### src/rtl/modbus_pkg.sv
// Shared definitions for the Modbus RTU CRC sequencing logic: FSM state
// encoding and the CRC-16/MODBUS constants.
package modbus_pkg;

   typedef enum logic [2:0] {
      ST_IDLE,
      ST_CLEAR,
      ST_READ,
      ST_WAIT_DATA,
      ST_FEED,
      ST_WAIT_CRC,
      ST_DONE
   } seq_state_t;

   localparam logic [15:0] MODBUS_CRC_INIT    = 16'hFFFF;
   localparam logic [15:0] MODBUS_CRC_POLY    = 16'hA001;
   localparam logic [15:0] MODBUS_CRC_RESIDUE = 16'h0000;

   // Smallest RX frame: one payload byte plus the two CRC bytes.
   localparam int RX_MIN_LEN = 3;

endpackage

### src/rtl/modbus_crc_arb.sv
// Two-requester round-robin arbiter. On a simultaneous request the side that
// was not served last wins; after reset RX is preferred.
module modbus_crc_arb (
   input  logic clk,
   input  logic rst_n,
   input  logic rx_req,
   input  logic tx_req,
   input  logic update,
   input  logic served_tx,
   output logic valid,
   output logic grant_tx
);

   logic last_tx_q;

   assign valid    = rx_req | tx_req;
   assign grant_tx = tx_req & (~rx_req | ~last_tx_q);

   // Remember which side finished last; reset value makes RX go first.
   always_ff @(posedge clk or negedge rst_n) begin
      // NOTE: state registers use non-blocking assignments so every flop
      // samples the pre-edge values regardless of statement order.
      if (!rst_n) begin
         last_tx_q <= 1'b1;
      end else if (update) begin
         last_tx_q <= served_tx;
      end
   end

endmodule

### src/rtl/modbus_crc_sequencer.sv
// Walks whole Modbus RTU frames through the shared byte-serial CRC engine.
// RX frames are checked (residue must be zero), TX payloads get a CRC.
module modbus_crc_sequencer
   import modbus_pkg::*;
#(
   parameter int ADDR_W  = 8,
   parameter int TIMEOUT = 31
) (
   input  logic              i_clk,
   input  logic              i_rst_n,
   input  logic              i_rx_req,
   input  logic [ADDR_W:0]   i_rx_len,
   output logic              o_rx_done,
   output logic              o_rx_ok,
   input  logic              i_tx_req,
   input  logic [ADDR_W:0]   i_tx_len,
   output logic              o_tx_done,
   output logic [15:0]       o_tx_crc,
   output logic              o_err,
   output logic              o_buf_sel,
   output logic              o_buf_rd,
   output logic [ADDR_W-1:0] o_buf_addr,
   input  logic [7:0]        i_buf_data,
   output logic              o_crc_clear,
   output logic              o_crc_enable,
   output logic              o_crc_start,
   output logic [7:0]        o_crc_data,
   input  logic              i_crc_done,
   input  logic [15:0]       i_crc16
);

   localparam int LEN_W = ADDR_W + 1;
   localparam int TMO_W = $clog2(TIMEOUT + 1);
   localparam logic [LEN_W-1:0] MAX_LEN = {1'b1, {ADDR_W{1'b0}}};
   localparam logic [LEN_W-1:0] RX_MIN  = LEN_W'(RX_MIN_LEN);

   seq_state_t       state, next_state;
   logic             side_q;        // 1 = TX operation in progress
   logic [LEN_W-1:0] len_q;
   logic [LEN_W-1:0] cnt_q;
   logic [7:0]       byte_q;
   logic [TMO_W-1:0] tcnt_q;
   logic             err_q;
   logic             rx_ok_q;
   logic [15:0]      tx_crc_q;
   logic             clear_q;
   logic             enable_q;

   logic             arb_valid;
   logic             arb_grant_tx;
   logic [LEN_W-1:0] req_len;
   logic [LEN_W-1:0] min_len;
   logic             len_bad;
   logic             last_byte;
   logic             tmo_hit;

   modbus_crc_arb u_arb (
      .clk       (i_clk),
      .rst_n     (i_rst_n),
      .rx_req    (i_rx_req),
      .tx_req    (i_tx_req),
      .update    (state == ST_DONE),
      .served_tx (side_q),
      .valid     (arb_valid),
      .grant_tx  (arb_grant_tx)
   );

   assign last_byte = (cnt_q + LEN_W'(1)) == len_q;
   assign tmo_hit   = tcnt_q == TMO_W'(TIMEOUT - 1);

   // Length of the granted request and whether it is out of range.
   always_comb begin
      req_len = arb_grant_tx ? i_tx_len : i_rx_len;
      min_len = arb_grant_tx ? LEN_W'(1) : RX_MIN;
      len_bad = (req_len < min_len) || (req_len > MAX_LEN);
   end

   // FSM state register.
   always_ff @(posedge i_clk or negedge i_rst_n) begin
      if (!i_rst_n) begin
         state <= ST_IDLE;
      end else begin
         state <= next_state;
      end
   end

   // Next-state logic: one byte is read, fed and awaited per loop.
   always_comb begin
      // NOTE: default assignment first so no path leaves next_state
      // unassigned, which would otherwise infer a latch.
      next_state = state;
      unique case (state)
         ST_IDLE:      if (arb_valid) next_state = len_bad ? ST_DONE : ST_CLEAR;
         ST_CLEAR:     next_state = ST_READ;
         ST_READ:      next_state = ST_WAIT_DATA;
         ST_WAIT_DATA: next_state = ST_FEED;
         ST_FEED:      next_state = ST_WAIT_CRC;
         ST_WAIT_CRC: begin
            if (i_crc_done)   next_state = last_byte ? ST_DONE : ST_READ;
            else if (tmo_hit) next_state = ST_DONE;
         end
         ST_DONE:      next_state = ST_IDLE;
         default:      next_state = ST_IDLE;
      endcase
   end

   // Operation context, byte counter, timeout counter and held results.
   always_ff @(posedge i_clk or negedge i_rst_n) begin
      if (!i_rst_n) begin
         side_q   <= 1'b0;
         len_q    <= '0;
         cnt_q    <= '0;
         byte_q   <= '0;
         tcnt_q   <= '0;
         err_q    <= 1'b0;
         rx_ok_q  <= 1'b0;
         tx_crc_q <= '0;
      end else begin
         unique case (state)
            ST_IDLE: begin
               if (arb_valid) begin
                  side_q <= arb_grant_tx;
                  len_q  <= req_len;
                  cnt_q  <= '0;
                  err_q  <= len_bad;
                  if (len_bad && !arb_grant_tx) rx_ok_q <= 1'b0;
               end
            end
            ST_WAIT_DATA: byte_q <= i_buf_data;
            ST_FEED:      tcnt_q <= TMO_W'(1);
            ST_WAIT_CRC: begin
               tcnt_q <= tcnt_q + TMO_W'(1);
               if (i_crc_done) begin
                  cnt_q <= cnt_q + LEN_W'(1);
                  if (last_byte) begin
                     if (side_q) tx_crc_q <= i_crc16;
                     else        rx_ok_q  <= (i_crc16 == MODBUS_CRC_RESIDUE);
                  end
               end else if (tmo_hit) begin
                  err_q <= 1'b1;
                  if (side_q) tx_crc_q <= i_crc16;
                  else        rx_ok_q  <= 1'b0;
               end
            end
            default: ;
         endcase
      end
   end

   // Engine clear is registered so it is high throughout reset and CLEAR.
   always_ff @(posedge i_clk or negedge i_rst_n) begin
      if (!i_rst_n) begin
         clear_q  <= 1'b1;
         enable_q <= 1'b0;
      end else begin
         clear_q  <= (next_state == ST_CLEAR);
         enable_q <= 1'b1;
      end
   end

   assign o_crc_clear  = clear_q;
   assign o_crc_enable = enable_q;
   assign o_buf_sel    = side_q;
   assign o_rx_ok      = rx_ok_q;
   assign o_tx_crc     = tx_crc_q;

   // Per-state strobes towards the buffers, the engine and the requesters.
   always_comb begin
      o_buf_rd    = 1'b0;
      o_buf_addr  = '0;
      o_crc_start = 1'b0;
      o_crc_data  = '0;
      o_rx_done   = 1'b0;
      o_tx_done   = 1'b0;
      o_err       = 1'b0;
      unique case (state)
         ST_READ: begin
            o_buf_rd   = 1'b1;
            o_buf_addr = cnt_q[ADDR_W-1:0];
         end
         ST_FEED: begin
            o_crc_start = 1'b1;
            o_crc_data  = byte_q;
         end
         ST_DONE: begin
            o_rx_done = ~side_q;
            o_tx_done = side_q;
            o_err     = err_q;
         end
         default: ;
      endcase
   end

endmodule

### config.mk
export PLATFORM = sky130hd
export DESIGN_NAME = modbus_crc_sequencer
export DESIGN_NICKNAME = d
export VERILOG_FILES = /design/src/rtl/modbus_pkg.sv /design/src/rtl/modbus_crc_arb.sv /design/src/rtl/modbus_crc_sequencer.sv
export SDC_FILE = /design/constraint.sdc
export NUM_CORES = 1
export LEC_CHECK = 0
export ABC_CLOCK_PERIOD_IN_PS = 7700
export CORE_ASPECT_RATIO = 0.5
export CORE_MARGIN = 2
export CORE_UTILIZATION = 35
export DETAILED_ROUTE_END_ITERATION = 16
export PLACE_DENSITY_LB_ADDON = 0.3
export SETUP_SLACK_MARGIN = 0.1
export SYNTH_ARGS = -nofsm -noshare
export SYNTH_HDL_FRONTEND = slang
export SYNTH_SLANG_ARGS = --single-unit
### constraint.sdc
create_clock -name i_clk -period 7.7 [get_ports i_clk]
set_input_delay 1.155 -clock i_clk [delete_from_list [all_inputs] [get_ports i_clk]]
set_output_delay 1.155 -clock i_clk [all_outputs]
set_load 0.02 [all_outputs]
==> reports/qor.csv <==
stage,metric,value,unit
outcome,status,finished clean,
placement,place_ws,3.87,ns
logic_synthesis,synth.mux.area_fraction,13.4,%
placement,gp_congestion,0.856,
clock_tree,clock_latency,0.29,ns
timing,slew_headroom,27.6,%
critical_path,cp_num_buf_inv,1,
logic_synthesis,synth-seq-cells,56,
logic_synthesis,synth_edf_count,0,
logic_synthesis,synth_area_leaders,"dfrtp_1, mux2_2, mux2_4, o21ai_0, and2_1",
timing,slew_viol_final,0,
worst_hold_path,hold_path.startpoint,len_q[1],
clock_tree,cts.sinks,56,
logic_synthesis,synth_compound_area_share,14.6,%
critical_path,crit_cells,3,
routing,ant_nets,0,
power_and_ir_drop,swShare,35.8,%
cells_and_area,drive_above_1_share,11.7,%
timing,tns,0,ns
cells_and_area,nets,425,
global_routing,grt_antenna_before_repair,0,
clock_tree,path_clk_slew,0.07,ns
power_and_ir_drop,powerDensity,283,nW/um^2
critical_path,ff2ff_setup_slack,4.35,ns
power_and_ir_drop,max-vdd-ir-drop,0.119,mV
power_and_ir_drop,seqPwrFrac,40.7,%
critical_path,r2r_cells,7,
timing,finalSetupViolations,0,
floorplanning,row_count,24,
timing,rsz0062_at_grt,false,
critical_path,cp_max_fo,15,
logic_synthesis,yosys_most_used_dff,dfrtp_1,
global_routing,grt_overflow,0,
logic_synthesis,synth_seq_area_share,45.7,%
clock_tree,cts_buffers,5,
timing,setup_ws,3.93,ns
floorplanning,start_util,35.6,%
clock_tree,postCtsSetupRepairBufs,0,
power_and_ir_drop,power_leakage,1.72,nW
global_routing,grt_pass1_vias,2589,
power_and_ir_drop,p_sw,0.421,mW
worst_hold_path,holdPathStages,2,
cells_and_area,syn_to_final_growth,35.5,%
floorplanning,die_area,9580,um^2
critical_path,reg2reg_from,cnt_q[0],
critical_path,end_kind,output pin,
power_and_ir_drop,p_comb_share,39.6,%
logic_synthesis,synth_fa_ha_area_share,1.63,%
placement,port_buffers,87,
timing,clock.fmax,0.265,GHz
logic_synthesis,ys_warn_count,0,
worst_hold_path,hold_path.class,register to register,
cells_and_area,fin_cells,492,
logic_synthesis,synth_nets,345,
worst_hold_path,min_to,len_q[1],
logic_synthesis,synthDistinctLibCells,55,
power_and_ir_drop,power.internal,0.755,mW
clock_tree,cts_resized,0,
logic_synthesis,yosys.area.top_type,dfrtp_1,
timing,tightest_slew,1.08,ns
critical_path,path_class,register to output pin,
global_routing,track_usage,16.4,%
routing,drt_iter0_markers,154,
floorplanning,die_y,70.2,um
timing,timing_hold_violations_final,0,
power_and_ir_drop,p_clk_share,19.7,%
cells_and_area,n_fill_cell,782,
flow_run,max_cap_viol_count,0,
logic_synthesis,ys_async_sr_fraction,100,%
routing,drt_pass1_iterations,4,
floorplanning,die_w,136,um
clock_tree,htree_num_levels,2,
clock_tree,ctsHoldBuffers,0,
global_routing,grt_max_degree,57,
logic_synthesis,yosys.area_share.simple,18.2,%
global_routing,grt_pass1_wl,12.5,mm
critical_path,path_cells,nor3b_1 > and2_1 > clkdlybuf4s50_1,
routing,num_vias,2561,
logic_synthesis,syn_area_per_cell,10.4,um^2
logic_synthesis,synth_xor_area_share,3.10,%
critical_path,crit_slowest_cell,nor3b_1,
logic_synthesis,synthCells,294,
floorplanning,core_area,8620,um^2
routing,vias_per_cell,5.21,
routing,routedWlPerCell,15.3,um
critical_path,startpoint_type,register,
floorplanning,ioPinCount,88,
clock_tree,cts_buffer_depth,2,
critical_path,worstReg2RegEnd,o_tx_crc[1],
cells_and_area,n_antenna_cell,0,
routing,wirelength,7.51,mm
placement,place_inst,484,
clock_tree,cts_tree,yes,
logic_synthesis,netlist_area,3070,um^2
timing,skew,0.00481,ns
critical_path,critical_path.top_delay_family,simple AND/OR/NAND/NOR gates,
logic_synthesis,synth_top_area_share,44.0,%
clock_tree,cts-root-buf,clkbuf_16,
timing,period_share,49.0,%
logic_synthesis,synth_top_family_by_area,simple AND/OR/NAND/NOR gates,
timing,min_period,3.77,ns
critical_path,crit_arrival,2.62,ns
critical_path,slowest_delay,0.94,ns
critical_path,crit_required,6.55,ns
placement,dpl.hpwl,5.65,mm
routing,drc,0,
## tightest hold or removal path, delay by kind of cell, from the launching register on
family | cells | cell delay, ns
flip-flops | 1 | 0.36
AND/OR/NAND/NOR | 2 | 0.12
## flip-flops by register name, indices dropped and copies added (netlist names)
register	count
tcnt_q	5
byte_q	8
o_crc_enable	1
o_rx_ok	1
len_q	9
o_tx_crc	16
cnt_q	9
u_arb.last_tx_q	1
o_buf_sel	1
o_crc_clear	1
err_q	1
state	3
## layer usage
metal	track usage [%]	routed length (um)
met1	21.0	3320
met2	29.3	3880
met3	2.98	274
met4	3.24	39
met5	0	0
## cell type report
cell class              count  area [um^2]  area share (%)
repair buffers             89          881            21.2
inverters                   3         11.3           0.271
flip-flops and latches     56         1400            33.7
well taps                 117          146            3.52
multi-input cells         219         1570            37.7
clock inverters             1         7.51           0.180
clock buffers               7          143            3.43
## power groups by stage
stage | Combinational (mW) | Clock, mW | Sequential [mW]
final | 0.466 | 0.232 | 0.479
after global placement | 0.454 | 0 | 0.476
after detailed placement | 0.469 | 0 | 0.482
after floorplan | 0.294 | 0 | 0.473
after global routing | 0.512 | 0.252 | 0.493
after CTS | 0.471 | 0.238 | 0.479
## cells in the mapped netlist (2+ instances only)
| cell type | instances |
|---|---|
| nand3b_1 | 4 |
| nor4_1 | 6 |
| buf_2 | 6 |
| o211ai_1 | 2 |
| mux2_4 | 10 |
| mux2_2 | 17 |
| and2_1 | 18 |
| clkbuf_1 | 7 |
| nand2b_1 | 3 |
| buf_4 | 2 |
| and4_1 | 2 |
| a311oi_1 | 2 |
| nor3b_1 | 4 |
| a31oi_1 | 6 |
| xnor2_1 | 3 |
| a211o_1 | 2 |
| o41ai_1 | 4 |
| nor2b_1 | 2 |
| ha_1 | 4 |
| and3_1 | 3 |
| a21o_1 | 2 |
| mux2i_1 | 7 |
| dfstp_2 | 2 |
| a21oi_1 | 6 |
| o31ai_1 | 2 |
| nor2_1 | 13 |
| nor3_1 | 4 |
| inv_1 | 3 |
| a22o_1 | 2 |
| dfrtp_1 | 54 |
| nand4_1 | 6 |
| nand3_1 | 8 |
| o21ai_0 | 24 |
| nand2_1 | 27 |
| xor2_1 | 6 |
| nand4b_1 | 2 |
## cell families (layout without fill, tap and decap cells)
family	count (synthesis)	after routing
and+or+nand+nor	104	104
AOI/OAI and AO/OA	66	66
DFF	56	56
muxes	34	34
buffers and inverters	19	100
xor gates and xnor gates	10	10
adders and majority gates	4	4
other	1	1
## placed cells by master (no fill, tap or decap), types with 4 or more instances in the layout
cell type        instances
nor2_1                  13
mux2_2                  17
mux2_4                  10
nor3_1                   4
a31oi_1                  6
clkdlybuf4s50_1         86
clkbuf_16                5
nor4_1                   6
nand4_1                  6
nor3b_1                  4
o41ai_1                  4
a21oi_1                  6
dfrtp_1                 54
nand2_1                 27
mux2i_1                  7
xor2_1                   6
nand3_1                  8
o21ai_0                 24
and2_1                  18
ha_1                     4
nand3b_1                 4
## per-stage QoR
step	utilization (%)	hold slack [ns]	instance area, um^2	total power [mW]
after floorplan	-	0.463	3070	0.767
after global placement	46.5	0.480	4010	0.930
after detailed placement	46.5	0.490	4010	0.951
after CTS	48.3	0.507	4160	1.19
after global routing	48.3	0.524	4160	1.26
final	48.3	0.503	4160	1.18
## how the worst max path moves through the flow
stage / from / endpoint / slack [ns]
after floorplan: i_tx_req / state[0] / 4.17
after global placement: i_tx_req / state[0] / 3.95
after detailed placement: i_tx_req / state[0] / 3.87
after CTS: state[0] / o_buf_addr[0] / 3.94
after global routing: state[0] / o_buf_addr[0] / 3.78
final: state[0] / o_buf_addr[5] / 3.93
Note: power is estimated with default switching activity, not from simulation.
